`src/rtl/uart_pkg.sv`:
```
// Shared types and constants for the parametrised UART core.
// The optional parity stage is enabled with the UART_PARITY_EN macro.
package uart_pkg;

    typedef enum logic [2:0] {
        TX_IDLE   = 3'd0,
        TX_START  = 3'd1,
        TX_DATA   = 3'd2,
        TX_PARITY = 3'd3,
        TX_STOP   = 3'd4
    } tx_state_t;

    typedef enum logic [2:0] {
        RX_IDLE   = 3'd0,
        RX_START  = 3'd1,
        RX_DATA   = 3'd2,
        RX_PARITY = 3'd3,
        RX_STOP   = 3'd4
    } rx_state_t;

    // Distance of the outer vote samples from the mid-bit sample.
    localparam int MAJ_OFFSET = 1;

    function automatic logic maj3(input logic a, input logic b, input logic c);
        return (a & b) | (a & c) | (b & c);
    endfunction

endpackage

```
`src/rtl/uart_baud_gen.sv`:
```
// Programmable baud tick generator: counts 0..div and pulses tick when the count equals div.
module uart_baud_gen #(
    parameter int DIV_WIDTH = 16
) (
    input  logic                 clk,
    input  logic                 rst,
    input  logic                 restart,
    input  logic [DIV_WIDTH-1:0] div,
    output logic                 tick
);

    logic [DIV_WIDTH-1:0] count_r;

    // Tick decode; a restart cycle never ticks.
    always_comb begin
        if (!restart && (count_r == div)) begin
            tick = 1'b1;
        end else begin
            tick = 1'b0;
        end
    end

    // Counter; >= also covers a divisor lowered below the current count.
    always_ff @(posedge clk) begin
        if (rst) begin
            count_r <= {DIV_WIDTH{1'b0}};
        end else if (restart || (count_r >= div)) begin
            count_r <= {DIV_WIDTH{1'b0}};
        end else begin
            count_r <= count_r + DIV_WIDTH'(1);
        end
    end

endmodule

```
`src/rtl/uart_param_core.sv`:
```
// Parametrised full-duplex UART with oversampled, majority-voted receiver.
// Define UART_PARITY_EN to insert a parity bit after the data bits on both sides.
module uart_param_core import uart_pkg::*; #(
    parameter int DATA_BITS  = 8,
    parameter int STOP_BITS  = 1,
    parameter int OVERSAMPLE = 16,
    parameter int DIV_WIDTH  = 16
) (
    input  logic                 clk,
    input  logic                 rst,
    input  logic [DIV_WIDTH-1:0] baud_div,
    input  logic                 cfg_parity_odd,
    input  logic                 tx_valid,
    output logic                 tx_ready,
    input  logic [DATA_BITS-1:0] tx_data,
    output logic                 tx,
    output logic                 tx_busy,
    input  logic                 rx,
    output logic                 rx_valid,
    output logic [DATA_BITS-1:0] rx_data,
    output logic                 rx_frame_err,
    output logic                 rx_parity_err,
    output logic                 rx_busy
);

    localparam int SW = $clog2(OVERSAMPLE);
    localparam int BW = $clog2(DATA_BITS);
    localparam logic [SW-1:0] S_LAST    = SW'(OVERSAMPLE - 1);
    localparam logic [SW-1:0] S_LO      = SW'(OVERSAMPLE / 2 - MAJ_OFFSET);
    localparam logic [SW-1:0] S_MID     = SW'(OVERSAMPLE / 2);
    localparam logic [SW-1:0] S_HI      = SW'(OVERSAMPLE / 2 + MAJ_OFFSET);
    localparam logic [BW-1:0] B_LAST    = BW'(DATA_BITS - 1);
    localparam logic [BW-1:0] STOP_LAST = BW'(STOP_BITS - 1);

    function automatic logic calc_parity(input logic [DATA_BITS-1:0] d, input logic odd);
        return (^d) ^ odd;
    endfunction

    // ---------------------------------------------------------------- TX
    tx_state_t            tx_state_r, tx_state_next;
    logic [SW-1:0]        tx_s_r, tx_s_next;
    logic [BW-1:0]        tx_bit_r, tx_bit_next;
    logic [DATA_BITS-1:0] tx_data_r;
    logic                 tx_r, tx_line_next;
    logic                 tx_ready_r, tx_ready_next;
    logic                 tx_busy_r, tx_busy_next;
    logic                 tx_tick, tx_restart, tx_bit_end;

    assign tx_restart = (tx_state_r == TX_IDLE) && tx_valid;

    uart_baud_gen #(.DIV_WIDTH(DIV_WIDTH)) u_tx_baud (
        .clk     (clk),
        .rst     (rst),
        .restart (tx_restart),
        .div     (baud_div),
        .tick    (tx_tick)
    );

    // TX state register and datapath; tx_data is captured on the handshake.
    always_ff @(posedge clk) begin
        if (rst) begin
            tx_state_r <= TX_IDLE;
            tx_s_r     <= {SW{1'b0}};
            tx_bit_r   <= {BW{1'b0}};
            tx_data_r  <= {DATA_BITS{1'b0}};
            tx_r       <= 1'b1;
            tx_ready_r <= 1'b1;
            tx_busy_r  <= 1'b0;
        end else begin
            tx_state_r <= tx_state_next;
            tx_s_r     <= tx_s_next;
            tx_bit_r   <= tx_bit_next;
            if (tx_restart) begin
                tx_data_r <= tx_data;
            end
            tx_r       <= tx_line_next;
            tx_ready_r <= tx_ready_next;
            tx_busy_r  <= tx_busy_next;
        end
    end

    // TX next state; tx_bit doubles as the stop-bit counter.
    always_comb begin
        tx_state_next = tx_state_r;
        tx_bit_next   = tx_bit_r;
        tx_bit_end    = tx_tick && (tx_s_r == S_LAST);
        if (tx_tick) begin
            tx_s_next = (tx_s_r == S_LAST) ? {SW{1'b0}} : tx_s_r + SW'(1);
        end else begin
            tx_s_next = tx_s_r;
        end
        case (tx_state_r)
            TX_IDLE: begin
                tx_s_next   = {SW{1'b0}};
                tx_bit_next = {BW{1'b0}};
                if (tx_valid) begin
                    tx_state_next = TX_START;
                end else begin
                    tx_state_next = TX_IDLE;
                end
            end
            TX_START: begin
                if (tx_bit_end) begin
                    tx_state_next = TX_DATA;
                    tx_bit_next   = {BW{1'b0}};
                end else begin
                    tx_state_next = TX_START;
                end
            end
            TX_DATA: begin
                if (tx_bit_end && (tx_bit_r == B_LAST)) begin
`ifdef UART_PARITY_EN
                    tx_state_next = TX_PARITY;
`else
                    tx_state_next = TX_STOP;
`endif
                    tx_bit_next   = {BW{1'b0}};
                end else if (tx_bit_end) begin
                    tx_bit_next = tx_bit_r + BW'(1);
                end else begin
                    tx_state_next = TX_DATA;
                end
            end
            TX_PARITY: begin
                if (tx_bit_end) begin
                    tx_state_next = TX_STOP;
                    tx_bit_next   = {BW{1'b0}};
                end else begin
                    tx_state_next = TX_PARITY;
                end
            end
            TX_STOP: begin
                if (tx_bit_end && (tx_bit_r == STOP_LAST)) begin
                    tx_state_next = TX_IDLE;
                end else if (tx_bit_end) begin
                    tx_bit_next = tx_bit_r + BW'(1);
                end else begin
                    tx_state_next = TX_STOP;
                end
            end
            default: begin
                tx_state_next = TX_IDLE;
            end
        endcase
    end

    // TX outputs, decoded from the next state so the line is registered.
    always_comb begin
        tx_ready_next = (tx_state_next == TX_IDLE);
        tx_busy_next  = (tx_state_next != TX_IDLE);
        case (tx_state_next)
            TX_IDLE:   tx_line_next = 1'b1;
            TX_START:  tx_line_next = 1'b0;
            TX_DATA:   tx_line_next = tx_data_r[tx_bit_next];
            TX_PARITY: tx_line_next = calc_parity(tx_data_r, cfg_parity_odd);
            TX_STOP:   tx_line_next = 1'b1;
            default:   tx_line_next = 1'b1;
        endcase
    end

    assign tx       = tx_r;
    assign tx_ready = tx_ready_r;
    assign tx_busy  = tx_busy_r;

    // ---------------------------------------------------------------- RX
    rx_state_t            rx_state_r, rx_state_next;
    logic [SW-1:0]        rx_s_r, rx_s_next;
    logic [BW-1:0]        rx_bit_r, rx_bit_next;
    logic [1:0]           rx_samp_r;
    logic [DATA_BITS-1:0] rx_shift_r;
    logic                 rx_meta_r, rx_sync_r;
    logic                 rx_valid_r, rx_valid_next;
    logic [DATA_BITS-1:0] rx_data_r;
    logic                 rx_frame_err_r, rx_parity_err_r;
    logic                 rx_busy_r, rx_busy_next;
    logic                 rx_tick, rx_restart, rx_decide, rx_bit_end, rx_maj;
`ifdef UART_PARITY_EN
    logic                 rx_par_r;
`endif

    assign rx_restart = (rx_state_r == RX_IDLE) && !rx_sync_r;

    uart_baud_gen #(.DIV_WIDTH(DIV_WIDTH)) u_rx_baud (
        .clk     (clk),
        .rst     (rst),
        .restart (rx_restart),
        .div     (baud_div),
        .tick    (rx_tick)
    );

    // RX synchroniser, state register, sampling and result registers.
    always_ff @(posedge clk) begin
        if (rst) begin
            rx_meta_r       <= 1'b1;
            rx_sync_r       <= 1'b1;
            rx_state_r      <= RX_IDLE;
            rx_s_r          <= {SW{1'b0}};
            rx_bit_r        <= {BW{1'b0}};
            rx_samp_r       <= 2'b11;
            rx_shift_r      <= {DATA_BITS{1'b0}};
            rx_valid_r      <= 1'b0;
            rx_data_r       <= {DATA_BITS{1'b0}};
            rx_frame_err_r  <= 1'b0;
            rx_parity_err_r <= 1'b0;
            rx_busy_r       <= 1'b0;
`ifdef UART_PARITY_EN
            rx_par_r        <= 1'b0;
`endif
        end else begin
            rx_meta_r  <= rx;
            rx_sync_r  <= rx_meta_r;
            rx_state_r <= rx_state_next;
            rx_s_r     <= rx_s_next;
            rx_bit_r   <= rx_bit_next;
            rx_valid_r <= rx_valid_next;
            rx_busy_r  <= rx_busy_next;
            if (rx_tick && ((rx_s_r == S_LO) || (rx_s_r == S_MID))) begin
                rx_samp_r <= {rx_samp_r[0], rx_sync_r};
            end
            if (rx_decide && (rx_state_r == RX_DATA)) begin
                rx_shift_r <= {rx_maj, rx_shift_r[DATA_BITS-1:1]};
            end
`ifdef UART_PARITY_EN
            if (rx_decide && (rx_state_r == RX_PARITY)) begin
                rx_par_r <= rx_maj;
            end
`endif
            if (rx_valid_next) begin
                rx_data_r      <= rx_shift_r;
                rx_frame_err_r <= ~rx_maj;
`ifdef UART_PARITY_EN
                rx_parity_err_r <= (rx_par_r != calc_parity(rx_shift_r, cfg_parity_odd));
`else
                rx_parity_err_r <= 1'b0;
`endif
            end
        end
    end

    // RX next state; bits are decided on the third vote sample.
    always_comb begin
        rx_state_next = rx_state_r;
        rx_bit_next   = rx_bit_r;
        rx_decide     = rx_tick && (rx_s_r == S_HI);
        rx_bit_end    = rx_tick && (rx_s_r == S_LAST);
        rx_maj        = maj3(rx_samp_r[1], rx_samp_r[0], rx_sync_r);
        if (rx_tick) begin
            rx_s_next = (rx_s_r == S_LAST) ? {SW{1'b0}} : rx_s_r + SW'(1);
        end else begin
            rx_s_next = rx_s_r;
        end
        case (rx_state_r)
            RX_IDLE: begin
                rx_s_next   = {SW{1'b0}};
                rx_bit_next = {BW{1'b0}};
                if (!rx_sync_r) begin
                    rx_state_next = RX_START;
                end else begin
                    rx_state_next = RX_IDLE;
                end
            end
            RX_START: begin
                if (rx_decide && rx_maj) begin
                    rx_state_next = RX_IDLE;
                end else if (rx_bit_end) begin
                    rx_state_next = RX_DATA;
                    rx_bit_next   = {BW{1'b0}};
                end else begin
                    rx_state_next = RX_START;
                end
            end
            RX_DATA: begin
                if (rx_bit_end && (rx_bit_r == B_LAST)) begin
`ifdef UART_PARITY_EN
                    rx_state_next = RX_PARITY;
`else
                    rx_state_next = RX_STOP;
`endif
                end else if (rx_bit_end) begin
                    rx_bit_next = rx_bit_r + BW'(1);
                end else begin
                    rx_state_next = RX_DATA;
                end
            end
            RX_PARITY: begin
                if (rx_bit_end) begin
                    rx_state_next = RX_STOP;
                end else begin
                    rx_state_next = RX_PARITY;
                end
            end
            RX_STOP: begin
                if (rx_decide) begin
                    rx_state_next = RX_IDLE;
                end else begin
                    rx_state_next = RX_STOP;
                end
            end
            default: begin
                rx_state_next = RX_IDLE;
            end
        endcase
    end

    // RX outputs: completion pulse on the stop-bit decision.
    always_comb begin
        rx_busy_next = (rx_state_next != RX_IDLE);
        if ((rx_state_r == RX_STOP) && rx_decide) begin
            rx_valid_next = 1'b1;
        end else begin
            rx_valid_next = 1'b0;
        end
    end

    assign rx_valid      = rx_valid_r;
    assign rx_data       = rx_data_r;
    assign rx_frame_err  = rx_frame_err_r;
    assign rx_parity_err = rx_parity_err_r;
    assign rx_busy       = rx_busy_r;

endmodule

```
`config.mk`:
```
export PLATFORM = sky130hd
export DESIGN_NAME = uart_param_core
export DESIGN_NICKNAME = d
export VERILOG_FILES = /design/src/rtl/uart_pkg.sv /design/src/rtl/uart_baud_gen.sv /design/src/rtl/uart_param_core.sv
export SDC_FILE = /design/constraint.sdc
export NUM_CORES = 1
export LEC_CHECK = 0
export ABC_AREA = 1
export BUFFER_PORTS_ARGS = -buffer_cell sky130_fd_sc_hd__buf_2
export CORE_AREA = 5 5 134 136
export DETAILED_ROUTE_END_ITERATION = 10
export DIE_AREA = 0 0 139 141
export GPL_TIMING_DRIVEN = 0
export PLACE_DENSITY = 0.47
export SLEW_MARGIN = 20
export SYNTH_ARGS = -nofsm -noshare
export SYNTH_HDL_FRONTEND = slang
export SYNTH_SLANG_ARGS = --single-unit
```
`constraint.sdc`:
```
create_clock -name clk -period 2.7 [get_ports clk]
set_input_delay 0.405 -clock clk [delete_from_list [all_inputs] [get_ports clk]]
set_output_delay 0.405 -clock clk [all_outputs]
set_load 0.005 [all_outputs]
```
Word level (Yosys, flattened, before mapping)
Index checks and enable logic that the tools add are counted.
{"block": "classes", "n_bitwise": 7, "reduce_logical": 34, "addsub": 6, "n_eq_ne": 24, "order_cmp": 3, "muxes": 34}
{"cell": "two-way mux 3 bit", "n": 17}
{"cell": "adder 16 x 1 -> 16 bit, second input constant", "n": 2}
{"cell": "equality test 16 bit", "n": 2}
{"cell": "greater-or-equal comparator 16 bit", "n": 2}
{"cell": "one-hot mux 3 bit (5 select lines)", "n": 2}
{"cell": "equality test 3 x 2 -> 1 bit, second input constant", "n": 6}
{"cell": "equality test 4 bit, second input constant", "n": 4}
{"cell": "logical AND 1 bit", "n": 14}
{"cell": "equality test 3 bit, second input constant", "n": 4}
{"cell": "logical NOT 3 bit", "n": 4}
{"cell": "one-hot mux 3 bit (4 select lines)", "n": 1}
{"cell": "OR reduction 2 bit", "n": 5}
{"cell": "equality test 3 x 1 -> 1 bit, second input constant", "n": 3}
{"cell": "one-hot mux 3 bit (3 select lines)", "n": 1}
{"cell": "nonzero test 3 bit", "n": 3}
{"cell": "adder 4 x 1 -> 4 bit, second input constant", "n": 2}
{"cell": "two-way mux 4 bit", "n": 2}
{"cell": "inequality test 2 bit, second input constant", "n": 4}
{"cell": "parity 8 bit", "n": 1}
{"cell": "adder 3 x 1 -> 3 bit, second input constant", "n": 2}
{"cell": "two-way mux 1 bit", "n": 6}
{"cell": "two-way mux 2 bit", "n": 3}
{"cell": "AND reduction 5 bit", "n": 1}
{"cell": "equality test 4 x 3 -> 1 bit, second input constant", "n": 1}
{"cell": "other kinds (9)", "n": 16}
{"block": "totals", "inputBits": 29, "register_bits": 86, "out_inout_bits": 15}

Depth between registers and ports, before layout
Gate-level depths: netlist of run 1.
{"block": "depth", "word_depth": 12, "ltp_mapped": 20, "depth_no_buf": 20}

Cells and area by module
Synthesis of run 1 repeated with hierarchy kept, for this count alone.
{"block": "hier_totals", "hier_cells": 714, "hier_area_um2": 5044.8}
{"mod": "uart_param_core", "area_per_inst_um2": 2588.7, "cells_per_inst": 342, "n_inst": 1, "seq_area_each_um2": 1081.0}
{"mod": "uart_baud_gen at u_rx_baud", "area_per_inst_um2": 1233.7, "cells_per_inst": 187, "n_inst": 1, "seq_area_each_um2": 320.3}
{"mod": "uart_baud_gen at u_tx_baud", "area_per_inst_um2": 1222.4, "cells_per_inst": 185, "n_inst": 1, "seq_area_each_um2": 320.3}

Worst setup path after synthesis of run 1
OpenSTA, ideal clock, no wires.
{"block": "synth_timing", "kind": "input to register", "from": "input port baud_div[13]", "to": "register tx_r (netlist: tx)", "cell_stages": 20, "t_required_ns": 2.580, "arrival_time_ns": 2.184, "setup_slack_ns": 0.396, "cell_sequence": "inv_1 ha_1 nand2_1 nor2_1 nand2_1 nor2_4 nand3_4 ha_1 a21oi_1 o21ai_2 inv_1 nand2_4 nand2_4 nand2_1 nand2_1 nand2_1 nand3b_1 nand3_1 nand2_1 nand2_1"}
{"block": "synth_via", "elab_chain_cells": 10, "word_cells_on_any_way": 24}
{"element": "from (decl)", "line_no": "uart_param_core.sv:11", "source": "input logic [DIV_WIDTH-1:0] baud_div,"}
{"element": "equality test 16 bit (*)", "line_no": "uart_baud_gen.sv:16", "source": "if (!restart && (count_r == div)) begin"}
{"element": "logical AND 1 bit (*)", "line_no": "uart_baud_gen.sv:16"}
{"element": "two-way mux 1 bit (*)", "line_no": "uart_baud_gen.sv:16"}
{"element": "logical AND 1 bit (*)", "line_no": "uart_param_core.sv:86", "source": "tx_bit_end = tx_tick && (tx_s_r == S_LAST);"}
{"element": "two-way mux 3 bit (tied with other cells)", "line_no": "uart_param_core.sv:118, uart_param_core.sv:135"}
{"element": "two-way mux 3 bit (on tied branches)", "line_no": "uart_param_core.sv:133, uart_param_core.sv:111"}
{"element": "one-hot mux 3 bit (4 select lines)", "line_no": "uart_param_core.sv:92", "source": "case (tx_state_r)"}
{"element": "binary-select mux 1 bit (select 3 bit)", "line_no": "uart_param_core.sv:154", "source": "TX_DATA: tx_line_next = tx_data_r[tx_bit_next];"}
{"element": "two-way mux 1 bit (not written as such)", "line_no": "uart_param_core.sv:154"}
{"element": "one-hot mux 1 bit (3 select lines) (*)", "line_no": "uart_param_core.sv:151", "source": "case (tx_state_next)"}
{"element": "to (signal assigned)", "line_no": "uart_param_core.sv:76", "source": "tx_r <= tx_line_next;"}
{"element": "to (decl)", "line_no": "uart_param_core.sv:44", "source": "logic tx_r, tx_line_next;"}
Mark *: on every way between the ends. The rest lies on a longest branch, timed or not. The select of a mux whose other input is x is not followed.
A chain may end at the register's enable or synchronous reset.

Worst setup path after layout of run 1
{"block": "layout_timing", "from": "register u_tx_baud.count_r[5]", "to": "register tx_r (netlist: tx)"}
{"block": "layout_via", "elab_chain_cells": 10, "word_cells_on_any_way": 24}
{"element": "from (decl)", "line_no": "uart_baud_gen.sv:12", "source": "logic [DIV_WIDTH-1:0] count_r;"}
{"element": "from (signal assigned)", "line_no": "uart_baud_gen.sv:26", "source": "count_r <= {DIV_WIDTH{1'b0}};"}
{"element": "from (signal assigned)", "line_no": "uart_baud_gen.sv:28", "source": "count_r <= {DIV_WIDTH{1'b0}};"}
{"element": "from (signal assigned)", "line_no": "uart_baud_gen.sv:30", "source": "count_r <= count_r + DIV_WIDTH'(1);"}
{"element": "equality test 16 bit (*)", "line_no": "uart_baud_gen.sv:16"}
{"element": "logical AND 1 bit (*)", "line_no": "uart_baud_gen.sv:16"}
{"element": "two-way mux 1 bit (*)", "line_no": "uart_baud_gen.sv:16"}
{"element": "logical AND 1 bit (*)", "line_no": "uart_param_core.sv:86"}
{"element": "two-way mux 3 bit (tied with other cells)", "line_no": "uart_param_core.sv:118, uart_param_core.sv:135"}
{"element": "two-way mux 3 bit (on tied branches)", "line_no": "uart_param_core.sv:133, uart_param_core.sv:111"}
{"element": "one-hot mux 3 bit (4 select lines)", "line_no": "uart_param_core.sv:92"}
{"element": "binary-select mux 1 bit (select 3 bit)", "line_no": "uart_param_core.sv:154"}
{"element": "two-way mux 1 bit (not written as such)", "line_no": "uart_param_core.sv:154"}
{"element": "one-hot mux 1 bit (3 select lines) (*)", "line_no": "uart_param_core.sv:151"}
Marks and branches as above.

==> results.tsv, run 1 <==
metric	value	unit
status	finished clean	
max-slew violations	0	
first-pass GRT wire length	18600	µm
data arrival time of the worst path	2.66	ns
R2R Path Start	u_tx_baud.count_r[5]	
LEAKAGE	2.48	nW
Worst-path clk slew	0.07	ns
Sw Ratio	26.2	%
Worst Path Max Fanout	5	
RSZ-0062 raised after global routing	false	
hold path cells	2	
First DRT Iteration DRCs	147	
Root Buffer	clkbuf_16	
H-tree Lvls	3	
Hold WC Path Type	in -> reg	
ANT cells	0	
kind of critical path	reg -> reg	
clock tree buffer depth	2	
Sink Count	86	
Post-DRT Antenna Nets	0	
EDFF count, synth	0	
DIE WIDTH	139	µm
initial antenna violation count	0	
Placed Cells	911	
Yosys reg bits	86	
total gr overflow	0	
Starting Density	28.8	%
drt total wl	10800	µm
WL per Instance	11.6	µm
Syn Inst Count	645	
share of cells above drive strength 1	17.2	%
Post-Syn Nets	718	
post-layout min period	2.43	ns
largest net degree at the start of global routing	17	
Mean Syn Cell Area	7.50	µm²
Port Buf Inserts	41	
I/O pin cnt	44	
clock latency on the worst-skew pair	0.34	ns
TritonCTS buffer count	9	
Die Ht	141	µm
drt drc	0	
P_int	2.01	mW
nets@finish	772	
core area	16800	µm²
most frequent cells in the layout	106 x inv_1, 93 x nand2_1, 83 x dfxtp_1	
Die ar.	19600	µm²
Fmax achieved	411	MHz
Max transition margin	58.2	%
Via Count	4157	
dpl hpwl	8550	µm
Comb power frac	8.0	%
Top FF cell, synth	dfxtp_1	
Layout area overhead	16.5	%
reg2reg setup slack	0.27	ns
vias in the first global route	4170	
R2R depth	19	
post-synth top area share	35.6	%
Async SR Flop Fraction	0	%
Top delay family on crit path	simple AND/OR/NAND/NOR gates	
1st-pass router iterations	5	
number of hold buffers added after cts	0	
Post-Layout Cell Count	929	
largest cells by area after synthesis	dfxtp_1 36%, ha_1 11%, inv_1 8.3%	
hold_sp	rx	
switching power total	0.713	mW
final instance area	5640	µm²
Tot Pwr	2.73	mW
Bufs and invs on worst path	1	
Hold Vio Cnt, Final	0	
Rows	48	
Via-to-Cell Ratio	4.47	
post-place instance area	5330	µm²
crit end category	register	
post-synthesis cell area	4840	µm²
Post-Route Skew	0.00547	ns
gr usage total	11.4	%
pwr dens	483	nW/µm²
Yosys warnings	0	
count of cell types in the netlist	48	
clock power share	43.9	%
Worst Max-Slew Pin Slew	0.623	ns
Worst path slowest cell	dfxtp_2	
Final GP Congestion	0.819	
crit share post-route	90.0	%
register area share after synthesis	35.6	%
crit-path most repeated cell	nand2_1	
FILL cells	1824	
Worst R2R End	tx	
largest area contributor in the netlist	dfxtp_1	
Worst EP required	2.93	ns
peak supply drop	0.357	mV
startpoint types	register	
part of the power in registers	48.1	%
max incr delay on CP	0.34	ns
leading cell type in the layout, fill and taps excluded	inv_1	
Hold EP	rx_meta_r	
cells along the critical path	ha_1 > nand2_1 > nor2_2 > nand3_2 > nor2_4 > nand3_4 > ha_1 > a21oi_2 > o21ai_2 > inv_2 > nand2_4 > nand2_4 > nand2_1 > nand3_1 > nand2_1 > nand2_1 > nand3_1 > nand2_1 > nand2_1	
max-cap check violation count	0	
CTS tree	built	
final setup violating endpoints	0	
[flip-flops by register name (all words and copies together), names as in the netlist, 2 cells and up]
register and flops:
rx_bit_r 3, rx_data 8, rx_s_r 4, rx_samp_r 2, rx_shift_r 8, rx_state_r 3, tx_bit_r 3, tx_data_r 8
tx_s_r 4, tx_state_r 3, u_rx_baud.count_r 16, u_tx_baud.count_r 16
[through the flow]
stage / hold slack (ns) / setup TNS, ns / worst slack [ns] / utilization, %
CTS: 0.234 / 0 / 0.0963 / 33.4
global placement: 0.408 / -0.0272 / -0.0272 / 31.7
finish: 0.255 / 0 / 0.269 / 33.5
detailed placement: 0.411 / -0.0805 / -0.0805 / 31.7
floorplan: 0.389 / 0 / 0.396 / -
global route: 0.243 / 0 / 0.0244 / 33.5
[synth_stat cells, drive strengths merged (2+ instances only)]
cell type and number:
a21oi 55, inv 111, o211ai 5, a211oi 2, ha 44, nand2 107, buf 7, nand3b 3
nand3 37, or2 3, o21ai 37, nor2 68, xnor2 5, a221oi 2, nand4 9, and3 2
dfxtp 86, clkbuf 5, nor4 2, nor3 27, o21bai 2, xor2 13
[layout make-up]
| class | count | area (µm²) | share of cell area (%) |
|---|---|---|---|
| plain buffers | 12 | 65.1 | 1.15 |
| clock buffers | 9 | 225 | 3.99 |
| clock inverters | 7 | 58.8 | 1.04 |
| inverters | 111 | 417 | 7.39 |
| multi-input cells | 436 | 2650 | 46.9 |
| flip-flops and latches | 86 | 1730 | 30.6 |
| well taps | 225 | 282 | 4.99 |
| repair buffers | 43 | 220 | 3.90 |
[cell families after synthesis]
logic type / Yosys count / synth area share, %
simple gates: 260 / 26.5
fa+ha+maj: 45 / 11.6
other cells: 1 / 0.0775
compound gates: 112 / 13.0
xor+xnor: 18 / 3.26
buf+inv: 123 / 9.95
flops: 86 / 35.6
[power by group through the flow]
stage | clock network, mW | logic, mW | registers [mW]
after detailed placement | 0 | 0.221 | 1.34
after global placement | 0 | 0.216 | 1.34
final | 1.20 | 0.218 | 1.31
after CTS | 1.25 | 0.222 | 1.31
after floorplan | 0 | 0.151 | 1.34
after global routing | 1.30 | 0.251 | 1.31
[worst reg2reg max path: cells and delay by family (launching register included)]
kind	cells	cell delay (ns)
flip-flops	1	0.34
buffers and inverters	1	0.06
adder cells (fa/ha/maj)	2	0.50
AO/OA/AOI/OAI	2	0.19
AND/OR/NAND/NOR	14	1.22
[worst max path at each step]
stage | end | slack [ns] | start | cells after the start
after floorplan | tx | 0.40 | baud_div[13] | 20
final | tx | 0.27 | u_tx_baud.count_r[5] | 19
after global routing | tx | 0.02 | u_tx_baud.count_r[5] | 19
after CTS | tx | 0.1 | u_tx_baud.count_r[0] | 20
after global placement | tx | -0.03 | baud_div[5] | 21
after detailed placement | tx | -0.08 | baud_div[5] | 21
[metal layers]
metal | global-route usage (%) | part of all wire (%) | vias up
met3 | 3.60 | 5.0 | 14
met4 | 3.14 | 1.4 | 0
met2 | 18.7 | 44 | 74
li1 | - | - | 2229
met5 | 0 | 0 | -
met1 | 14.6 | 49 | 1840
[timing repair]
item	4_1_cts	5_1_grt
buffers inserted	0	2
setup endpoints to repair	0	1
gates resized for setup	0	7
No activity file was read; power rests on OpenSTA's default activity.
==> run 2: changes to the inputs <==
Settings changed: CORE_AREA 5 5 134 136 to 5 5 110 164, DIE_AREA 0 0 139 141 to 0 0 115 169.
==> results.tsv, run 2 (synthesis gave the netlist of run 1 again) <==
metric	value	unit
Hold Vio Cnt, Final	0	
Tot Pwr	2.84	mW
gr usage total	11.7	%
Via Count	4154	
Top delay family on crit path	simple AND/OR/NAND/NOR gates	
Layout area overhead	16.5	%
Worst R2R End	tx	
Final GP Congestion	0.798	
1st-pass router iterations	4	
Hold WC Path Type	in -> reg	
Worst Path Max Fanout	6	
hold path cells	2	
hold_sp	rx	
initial antenna violation count	0	
R2R Path Start	u_tx_baud.count_r[7]	
Post-Route Skew	0.00893	ns
crit share post-route	90.5	%
Bufs and invs on worst path	2	
post-layout min period	2.44	ns
first-pass GRT wire length	18400	µm
kind of critical path	reg -> reg	
max incr delay on CP	0.37	ns
drt drc	0	
hold_ws	0.249	ns
TritonCTS buffer count	9	
Largest regs	u_rx_baud.count_r (16), u_tx_baud.count_r (16)	
Post-DRT Antenna Nets	0	
clock latency on the worst-skew pair	0.35	ns
Worst path slowest cell	dfxtp_1	
Die ar.	19400	µm²
clock tree buffer depth	2	
Rows	58	
share of cells above drive strength 1	16.5	%
I/O pin cnt	44	
First DRT Iteration DRCs	111	
drt total wl	10800	µm
WL per Instance	11.8	µm
data arrival time of the worst path	2.67	ns
Hold EP	rx_meta_r	
dpl hpwl	8840	µm
most frequent cells in the layout	107 x inv_1, 93 x nand2_1, 84 x dfxtp_1	
RSZ-0062 raised after global routing	false	
crit end category	register	
Root Buffer	clkbuf_16	
Port Buf Inserts	41	
Die Ht	169	µm
Worst EP required	2.93	ns
crit-path most repeated cell	nand2_1	
DIE WIDTH	115	µm
reg2reg setup slack	0.26	ns
number of hold buffers added after cts	0	
Worst Max-Slew Pin Slew	0.570	ns
startpoint types	register	
total gr overflow	0	
status	finished clean	
pwr dens	503	nW/µm²
ANT cells	0	
R2R depth	19	
leading cell type in the layout, fill and taps excluded	inv_1	
core area	16500	µm²
FILL cells	1790	
largest net degree at the start of global routing	17	
Final TNS setup	0	ns
Via-to-Cell Ratio	4.55	
max-cap check violation count	0	
Worst-path clk slew	0.07	ns
H-tree Lvls	3	
LEAKAGE	2.50	nW
peak supply drop	0.348	mV
cells along the critical path	ha_1 > nand2_1 > inv_1 > nand3_2 > nor2_4 > nand3_4 > ha_1 > a21oi_1 > o21ai_2 > inv_1 > nand2_4 > nand2_4 > nand2_1 > nand3_1 > nand2_1 > nand2_1 > nand3_1 > nand2_1 > nand2_1	
vias in the first global route	4165	
nets@finish	771	
Fmax achieved	409	MHz
max-slew violations	0	
CTS tree	built	
Max transition margin	61.7	%
Sink Count	86	
final setup violating endpoints	0	
Starting Density	29.2	%
-- run 2: cell count changes in the layout (fill, tap and decap cells not counted), sizes merged --
cell	before	now
buf	50	49
bufinv	0	1
clkbuf	14	15
clkinv	1	0
clkinvlp	4	1
inv	113	115
-- run 2: per-stage QoR --
step	std cells	cell area [µm²]	util [%]	setup WS, ns
after floorplan	645	4840	-	0.396
after global placement	896	5310	32.1	0.0515
after detailed placement	896	5310	32.1	0.0515
after CTS	912	5620	34.0	0.198
after global routing	913	5640	34.1	0.00295
final	913	5640	34.1	0.256
-- run 2: per-layer routing --
layer | up-vias | wire length (µm) | global-route usage [%]
met1 | 1870 | 4620 | 13.2
met5 | - | 0 | 0
met4 | 0 | 182 | 4.39
met2 | 66 | 5550 | 20.8
li1 | 2205 | - | -
met3 | 13 | 436 | 2.90
-- run 2: where the power goes --
| part | internal, mW | total [mW] | switching (mW) |
|---|---|---|---|
| clock network | 0.759 | 1.31 | 0.551 |
| logic | 0.0849 | 0.217 | 0.132 |
| registers | 1.29 | 1.31 | 0.0168 |
-- run 2: worst max-delay path by stage --
stage / from / end / slack [ns] / cells after the start
after floorplan: baud_div[13] / tx / 0.40 / 20
after global placement: baud_div[15] / tx / 0.05 / 21
after detailed placement: baud_div[5] / tx / 0.05 / 21
after CTS: u_tx_baud.count_r[5] / tx / 0.20 / 19
after global routing: u_tx_baud.count_r[7] / tx / 0.003 / 19
final: u_tx_baud.count_r[7] / tx / 0.26 / 19
-- run 2: final cells by class --
cell class | count | area, µm² | area share (%)
clock inverters | 6 | 75.1 | 1.33
plain buffers | 12 | 65.1 | 1.15
flip-flops and latches | 86 | 1720 | 30.6
well taps | 210 | 263 | 4.66
inverters | 111 | 417 | 7.39
repair buffers | 42 | 213 | 3.77
clock buffers | 10 | 239 | 4.24
multi-input cells | 436 | 2640 | 46.9
-- run 2: repair_timing --
item	4_1_cts	5_1_grt
buffers inserted	0	1
hold endpoints to repair	0	0
resized for setup	0	3
endpoints found under the setup margin	0	1
==> run 3: changes to the inputs <==
Settings changed: GPL_TIMING_DRIVEN 0 to not set.
==> results.tsv, run 3 (synthesis gave the netlist of run 1 again) <==
metric	value	unit
Post-Route Skew	0.0125	ns
post-place instance area	5290	µm²
TritonCTS buffer count	9	
dpl hpwl	8430	µm
Max transition margin	64.8	%
data arrival time of the worst path	2.69	ns
largest net degree at the start of global routing	31	
Rows	58	
Final TNS setup	0	ns
Worst Path Max Fanout	6	
Largest regs	u_rx_baud.count_r (16), u_tx_baud.count_r (16)	
nets@finish	764	
leading cell type in the layout, fill and taps excluded	inv_1	
I/O pin cnt	44	
1st-pass router iterations	4	
R2R Path Start	u_tx_baud.count_r[11]	
Port Buf Inserts	42	
First DRT Iteration DRCs	134	
share of cells above drive strength 1	15.8	%
final setup margin	0.246	ns
Layout area overhead	16.0	%
crit path to	tx	
total gr overflow	0	
Fmax achieved	407	MHz
post-CTS sizing	0	
Setup Slack @ Placement	0.0425	ns
kind of critical path	reg -> reg	
gr usage total	11.5	%
Worst Max-Slew Pin Slew	0.524	ns
max-cap check violation count	0	
Post-DRT Antenna Nets	0	
drt drc	0	
Die ar.	19400	µm²
initial antenna violation count	0	
clock latency on the worst-skew pair	0.34	ns
RSZ-0062 raised after global routing	false	
Worst-path clk slew	0.07	ns
final instance area	5610	µm²
LEAKAGE	2.49	nW
Die Ht	169	µm
Via Count	4091	
peak supply drop	0.311	mV
reg2reg setup slack	0.25	ns
Setup Buffers After CTS	0	
CTS tree	built	
crit end category	register	
Tot Pwr	2.90	mW
ANT cells	0	
status	finished clean	
WL per Instance	11.8	µm
max-slew violations	0	
Hold Vio Cnt, Final	0	
final core occ	33.9	%
Starting Density	29.2	%
Worst R2R End	tx	
Final GP Congestion	0.840	
core area	16500	µm²
clock tree buffer depth	2	
post-layout min period	2.45	ns
R2R depth	19	
startpoint types	register	
H-tree Lvls	3	
Root Buffer	clkbuf_16	
final setup violating endpoints	0	
CP Launch Point	u_tx_baud.count_r[11]	
crit share post-route	90.9	%
Worst EP required	2.94	ns
number of hold buffers added after cts	0	
Hold WC Path Type	in -> reg	
Sink Count	86	
first-pass GRT wire length	18400	µm
DIE WIDTH	115	µm
Via-to-Cell Ratio	4.52	
most frequent cells in the layout	107 x inv_1, 93 x nand2_1, 86 x dfxtp_1	
pwr dens	518	nW/µm²
vias in the first global route	4118	
drt total wl	10700	µm
## run 3: changes by cell type in the layout (fill, tap and decap cells not counted), sizes merged
cell,before,now
clkbuf,15,10
buf,49,47
bufinv,1,2
clkinvlp,1,0
## run 3: where the power goes
group | total (mW) | leakage (nW) | switching [mW] | internal (mW)
Combinational | 0.216 | 1.63 | 0.129 | 0.0866
Clock | 1.38 | 0.160 | 0.551 | 0.828
Sequential | 1.31 | 0.697 | 0.0169 | 1.29
## run 3: through the flow
stage	std cells	hold slack [ns]
floorplan	645	0.389
global placement	890	0.397
detailed placement	890	0.411
CTS	906	0.237
global route	906	0.240
finish	906	0.251
## run 3: worst max-delay path, cell delays in order, from the launching register on
cell      delay [ns]
dfxtp_1         0.37
ha_1            0.32
nand2_1         0.08
nor2_1          0.10
nand2_1         0.10
nor2_4          0.18
nand3_4         0.12
ha_1            0.20
a21oi_1         0.14
o21ai_2         0.07
inv_1           0.09
nand2_4         0.08
nand2_4         0.08
nand2_1         0.05
nand2_1         0.06
nand2_1         0.06
nand3b_1        0.09
nand3_1         0.07
nand2_1         0.06
nand2_1         0.05
## run 3: area by class of cell
| type | count | area, µm² |
|---|---|---|
| well taps | 210 | 263 |
| clock buffers | 10 | 229 |
| inverters | 111 | 417 |
| clock inverters | 6 | 97.6 |
| fillers | 1775 | 10900 |
| multi-input cells | 436 | 2640 |
| flip-flops and latches | 86 | 1720 |
| repair buffers | 47 | 248 |
## run 3: layer usage
layer	wire length (µm)	global-route usage, %	vias up
met5	0	0	-
met4	130	3.98	0
met3	437	3.08	9
met2	5470	20.8	61
met1	4630	12.8	1824
li1	-	-	2197
## run 3: worst min-delay path by stage
| stage | startpoint | to | slack [ns] | cells after the start |
|---|---|---|---|---|
| floorplan | rx_meta_r | rx_sync_r | 0.39 | 1 |
| global placement | rx_meta_r | rx_sync_r | 0.40 | 1 |
| detailed placement | rx_meta_r | rx_sync_r | 0.41 | 1 |
| CTS | rx | rx_meta_r | 0.24 | 2 |
| global route | rx | rx_meta_r | 0.24 | 2 |
| finish | rx | rx_meta_r | 0.25 | 2 |
